## src/rtl/opsum_requant_packer.sv

```systemverilog
// opsum_requant_packer
// Requantizes 32-bit signed partial sums to int8 (bias, scale, rounding
// shift, zero point, optional ReLU, clamp) and packs four offset-binary
// bytes per output word, ready to be written back as the next layer's ifmap.
// The pipeline is: input register -> S1 (bias add) -> S2 (scale multiply)
// -> S3 (round/zp/clamp to byte) -> packer -> output register.
// A single stall enable freezes every stage while an output word waits.

module opsum_requant_packer #(
  parameter int DATA_BITS  = 32,
  parameter int SCALE_BITS = 16,
  parameter int SHIFT_BITS = 5,
  parameter int LANES      = 4
) (
  input  logic                  clk,
  input  logic                  rst,
  input  logic                  cfg_load,
  input  logic [31:0]           cfg_bias,
  input  logic [SCALE_BITS-1:0] cfg_scale,
  input  logic [SHIFT_BITS-1:0] cfg_shift,
  input  logic [7:0]            cfg_zp,
  input  logic                  cfg_relu,
  output logic                  busy,
  input  logic [DATA_BITS-1:0]  psum,
  input  logic                  psum_valid,
  input  logic                  psum_last,
  output logic                  psum_ready,
  output logic [DATA_BITS-1:0]  out_data,
  output logic                  out_valid,
  output logic                  out_last,
  input  logic                  out_ready
);

  localparam int ACC_W  = DATA_BITS + 1;
  localparam int PROD_W = ACC_W + SCALE_BITS;
  localparam int RND_W  = PROD_W + 2;
  localparam int CNT_W  = (LANES > 1) ? $clog2(LANES) : 1;

  // Configuration registers
  logic signed [31:0]           bias_r;
  logic signed [SCALE_BITS-1:0] scale_r;
  logic [SHIFT_BITS-1:0]        shift_r;
  logic signed [7:0]            zp_r;
  logic                         relu_r;

  // Pipeline registers
  logic                         in_valid_r, in_last_r;
  logic signed [DATA_BITS-1:0]  in_psum_r;
  logic                         s1_valid_r, s1_last_r;
  logic signed [ACC_W-1:0]      s1_acc_r;
  logic                         s2_valid_r, s2_last_r;
  logic signed [PROD_W-1:0]     s2_prod_r;
  logic                         s3_valid_r, s3_last_r;
  logic [7:0]                   s3_byte_r;

  // Packer state
  logic [DATA_BITS-1:0]         pack_r;
  logic [CNT_W-1:0]             cnt_r;

  // Combinational helpers
  logic                         en;
  logic                         accept;
  logic signed [ACC_W-1:0]      acc_next;
  logic signed [PROD_W-1:0]     prod_next;
  logic signed [RND_W-1:0]      rnd_add, rnd_sum, rnd_val, y_val, lo_val, hi_val, q_val;
  logic [7:0]                   byte_next;
  logic [DATA_BITS-1:0]         pack_next;
  logic                         word_done;

  assign en         = !out_valid || out_ready;
  assign psum_ready = en;
  assign accept     = psum_valid && en;
  assign busy       = in_valid_r || s1_valid_r || s2_valid_r || s3_valid_r ||
                      (cnt_r != '0) || out_valid;

  // Bias add and exact scale multiply feeding S1 and S2
  always_comb begin
    acc_next  = ACC_W'(in_psum_r) + ACC_W'(bias_r);
    prod_next = PROD_W'(s1_acc_r) * PROD_W'(scale_r);
  end

  // Round-half-up shift, zero point add and clamp into an offset-binary byte
  always_comb begin
    rnd_add = '0;
    if (shift_r == '0) begin
      rnd_add = '0;
    end else begin
      rnd_add = RND_W'(64'sd1) <<< (shift_r - SHIFT_BITS'(1));
    end
    rnd_sum = RND_W'(s2_prod_r) + rnd_add;
    rnd_val = rnd_sum >>> shift_r;
    y_val   = rnd_val + RND_W'(zp_r);
    hi_val  = RND_W'(8'sh7f);
    if (relu_r) begin
      lo_val = RND_W'(zp_r);
    end else begin
      lo_val = RND_W'(8'sh80);
    end
    if (y_val < lo_val) begin
      q_val = lo_val;
    end else if (y_val > hi_val) begin
      q_val = hi_val;
    end else begin
      q_val = y_val;
    end
    byte_next = q_val[7:0] ^ 8'h80;
  end

  // Insert the S3 byte into the current lane and decide whether the word closes
  always_comb begin
    pack_next = pack_r;
    for (int k = 0; k < LANES; k++) begin
      if (cnt_r == CNT_W'(k)) begin
        pack_next[8*k +: 8] = s3_byte_r;
      end else begin
        pack_next[8*k +: 8] = pack_r[8*k +: 8];
      end
    end
    word_done = s3_valid_r && ((cnt_r == CNT_W'(LANES - 1)) || s3_last_r);
  end

  // Latch configuration only while the datapath is empty
  always_ff @(posedge clk or negedge rst) begin
    if (!rst) begin
      bias_r  <= 32'sd0;
      scale_r <= SCALE_BITS'(1);
      shift_r <= '0;
      zp_r    <= 8'sd0;
      relu_r  <= 1'b0;
    end else if (cfg_load && !busy) begin
      bias_r  <= cfg_bias;
      scale_r <= cfg_scale;
      shift_r <= cfg_shift;
      zp_r    <= cfg_zp;
      relu_r  <= cfg_relu;
    end else begin
      bias_r  <= bias_r;
      scale_r <= scale_r;
      shift_r <= shift_r;
      zp_r    <= zp_r;
      relu_r  <= relu_r;
    end
  end

  // Advance the requant pipeline one stage whenever the output is not stalled
  always_ff @(posedge clk or negedge rst) begin
    if (!rst) begin
      in_valid_r <= 1'b0;
      in_last_r  <= 1'b0;
      in_psum_r  <= '0;
      s1_valid_r <= 1'b0;
      s1_last_r  <= 1'b0;
      s1_acc_r   <= '0;
      s2_valid_r <= 1'b0;
      s2_last_r  <= 1'b0;
      s2_prod_r  <= '0;
      s3_valid_r <= 1'b0;
      s3_last_r  <= 1'b0;
      s3_byte_r  <= 8'h80;
    end else if (en) begin
      in_valid_r <= accept;
      in_last_r  <= psum_last;
      in_psum_r  <= psum;
      s1_valid_r <= in_valid_r;
      s1_last_r  <= in_last_r;
      s1_acc_r   <= acc_next;
      s2_valid_r <= s1_valid_r;
      s2_last_r  <= s1_last_r;
      s2_prod_r  <= prod_next;
      s3_valid_r <= s2_valid_r;
      s3_last_r  <= s2_last_r;
      s3_byte_r  <= byte_next;
    end else begin
      in_valid_r <= in_valid_r;
      in_last_r  <= in_last_r;
      in_psum_r  <= in_psum_r;
      s1_valid_r <= s1_valid_r;
      s1_last_r  <= s1_last_r;
      s1_acc_r   <= s1_acc_r;
      s2_valid_r <= s2_valid_r;
      s2_last_r  <= s2_last_r;
      s2_prod_r  <= s2_prod_r;
      s3_valid_r <= s3_valid_r;
      s3_last_r  <= s3_last_r;
      s3_byte_r  <= s3_byte_r;
    end
  end

  // Pack bytes into lanes and hand completed words to the output register
  always_ff @(posedge clk or negedge rst) begin
    if (!rst) begin
      pack_r    <= {LANES{8'h80}};
      cnt_r     <= '0;
      out_data  <= '0;
      out_valid <= 1'b0;
      out_last  <= 1'b0;
    end else if (en && s3_valid_r) begin
      if (word_done) begin
        out_data  <= pack_next;
        out_valid <= 1'b1;
        out_last  <= s3_last_r;
        cnt_r     <= '0;
        pack_r    <= {LANES{8'h80}};
      end else begin
        pack_r    <= pack_next;
        cnt_r     <= cnt_r + CNT_W'(1);
        out_valid <= out_valid && !out_ready;
      end
    end else if (out_valid && out_ready) begin
      out_valid <= 1'b0;
    end else begin
      out_valid <= out_valid;
    end
  end

endmodule

```

## config.mk

```make
export PLATFORM = sky130hd
export DESIGN_NAME = opsum_requant_packer
export DESIGN_NICKNAME = d
export VERILOG_FILES = /design/src/rtl/opsum_requant_packer.sv
export SDC_FILE = /design/constraint.sdc
export NUM_CORES = 2
export LEC_CHECK = 0
export BUFFER_PORTS_ARGS = -buffer_cell sky130_fd_sc_hd__buf_2
export CORE_MARGIN = 4
export CORE_UTILIZATION = 55
export DETAILED_ROUTE_END_ITERATION = 16
export PLACE_DENSITY = 0.79
export SLEW_MARGIN = 0
export SYNTH_ARGS = -nofsm -noshare
export SYNTH_HDL_FRONTEND = slang
export SYNTH_SLANG_ARGS = --single-unit
```

## constraint.sdc

```tcl
create_clock -name clk -period 18 [get_ports clk]
set_input_delay 5.4 -clock clk [delete_from_list [all_inputs] [get_ports clk]]
set_output_delay 5.4 -clock clk [all_outputs]
set_load 0.02 [all_outputs]
```

==> flow_summary.yaml <==
sta:
  skew_ps: 22.0
  slew_headroom_pct: 21.7
  max_clock_freq_mhz: 81.4
  period_share_pct: 68.2
  slew_viol_final: 0
  hold_viol_final: 0
  worstMarginPinSlew_ps: 1170
  finalSetupTns_ps: 0
  rsz0062_at_grt: "false"
  min_period_ps: 12280
  setup_viol: 0
critical_path:
  required_ps: 18440
  worst-r2r-cell-count: 43
  r2r_end: "s3_byte_r[2]"
  path_max_fanout: 45
  max_stage_delay_ps: 780
  worst-path-buf-inv: 5
  worst_setup_path_end_kind: "flop"
  rrSetupSlack_ps: 5720
  cp.arrival_ps: 12720
  r2r-start: "shift_r[1]"
  critical-path-top-delay-family: "compound AO/OA/AOI/OAI gates"
  cp-start-kind: "flop"
  crit_type: "flop to flop"
  crit_path_top_delay_cell: "a2111oi_1"
logic_synthesis:
  yosysTopAreaCell: "fa_1"
  yosysSeqAreaShare_pct: 16.3
  synthCells: 4651
  synth_commonest_cells: "717 x nand2_1, 576 x inv_1, 503 x fa_1, 286 x ha_1, 254 x dfrtp_1"
  synth_area_um2: 40000
  synth_fp_nets: 5540
  synth_edf_count: 0
  ys.flop_type: "dfrtp_1"
  ys_types: 101
  syn_avg_cell_area_um2: 8.60
  async_flop_share_pct: 100
  synth_top_area_share_pct: 25.2
  synth_most_common_cell: "nand2_1"
  synth.area.top_cells: "fa_1 25%, dfrtp_1 16%, ha_1 8.9%"
  ys_warn_count: 0
  ys_seq_elements: 260
route:
  avgViaCountPerCell: 6.03
  ant_nets: 0
  drc: 0
  firstDrtPassIters: 7
  wl_per_cell_um: 18.9
  vias: 33633
  drt_iter0_drc: 2902
  drt_wl_total_um: 106000
placement:
  place_congestion: 0.933
  dp_hpwl_um: 81900
  port_buffers: 135
job:
  cap_violations: 0
global_route:
  grt_pass1_vias: 34259
  gr-total-overflow: 0
  grt_max_degree: 163
  grt_usage_pct: 27.3
  grtUsageMet3_pct: 3.73
  use_met1_pct: 37.1
  grt_pass1_wl_um: 175000
  grt_util_met2_pct: 45.4
  top_usage_layer: "met2"
  antenna_found_initial: 0
clock_network:
  clock-sinks: 260
  cts_buffers: 31
  root_buffer: "clkbuf_16"
  cts_tree: "built"
  cts_resized: 0
  cts_setup_buffers: 0
  htreeDepth: 1
  cts_max_path_buffers: 3
  clk_pin_slew_ps: 60
  holdBufCountCts: 0
  clock_latency_ps: 590
hold_path:
  hold_path.startpoint: "in_psum_r[24]"
  whs_path_depth: 2
  hp-class: "flop to flop"
  min_to: "in_psum_r[24]"
cells_and_area:
  drive_above_1_share_pct: 7.86
  diodes: 0
  synthToLayoutAreaGrowth_pct: 5.64
  design.final.nets: 5500
die:
  die_area_um2: 77100
  rows: 98
  fp.dieH_um: 278
  pin_count: 136
  die_w_um: 278
  start_util_pct: 55.8
  core_um2: 71700
run_status:
  outcome: "completed"
## flip-flops by register name, summed over array words and instances, names as in the netlist
signal / flops
out_last: 1
s3_byte_r: 8
cnt_r: 2
s2_last_r: 1
s1_last_r: 1
s1_acc_r: 33
relu_r: 1
shift_r: 5
out_data: 32
s3_last_r: 1
pack_r: 32
s2_prod_r: 49
in_last_r: 1
s2_valid_r: 1
s1_valid_r: 1
out_valid: 1
s3_valid_r: 1
in_valid_r: 1
in_psum_r: 32
bias_r: 32
scale_r: 16
zp_r: 8
## final cells by class
type,instances,area [µm²]
clock buffers,42,877
clock inverters,12,131
fillers,6172,29500
inverters,578,2170
multi-input cells,3567,30400
flip-flops and latches,260,6510
well taps,950,1190
repair buffers,173,983
## worst max path at each step
| stage | startpoint | end | slack [ps] | depth (start not counted) |
|---|---|---|---|---|
| after floorplan | out_ready | psum_ready | 6140 | 5 |
| after global placement | out_ready | psum_ready | 6080 | 5 |
| after detailed placement | shift_r[1] | s3_byte_r[2] | 5930 | 42 |
| after CTS | shift_r[1] | s3_byte_r[2] | 5900 | 42 |
| after global routing | shift_r[1] | s3_byte_r[0] | 4880 | 41 |
| final | shift_r[1] | s3_byte_r[2] | 5720 | 43 |
## cell usage in the layout, fill, tap and decap left out, types with 68 or more instances in the layout
master,instances
o21ai_0,167
xor2_1,68
dfrtp_1,254
a21oi_1,247
a21o_1,97
buf_2,134
nand2_1,716
xnor2_1,82
fa_1,503
inv_1,575
and2_1,200
nor2_1,232
ha_1,286
mux2i_1,88
mux2_2,82
## tightest hold or removal path: cells and delay by family (launching register included)
kind             cells  cell delay (ps)
flip-flops           1              340
AND/OR/NAND/NOR      2              100
## cells by family (layout without fill, tap and decap cells)
group                    count (synthesis)  count (layout)  share of synthesized area (%)
AO/OA/AOI/OAI                          936             936                           15.6
XOR/XNOR                               152             152                           3.37
adder cells (fa/ha/maj)                789             789                           34.1
buffers and inverters                  824             805                           7.80
flip-flops                             260             260                           16.3
multiplexers                           186             186                           5.39
other                                    1               1                        0.00938
AND/OR/NAND/NOR                       1503            1503                           17.4
## stage by stage
stage	std cells	setup WS [ps]	utilization, %	hold slack (ps)	cell area (µm²)
floorplan	4651	6140	-	439	40000
global placement	5528	6080	57.5	453	41200
detailed placement	5528	5930	57.5	458	41200
CTS	5582	5900	58.9	472	42200
global route	5582	4880	58.9	495	42200
finish	5582	5720	58.9	469	42200
## metal layers
metal / routed length [µm] / vias up
met5: 0 / -
met4: 3940 / 0
met3: 7540 / 254
met2: 49500 / 1388
met1: 44700 / 16551
li1: - / 15440
Power is not shown: default switching activity piles up to over one toggle a cycle in this logic, so the estimate is an artifact.
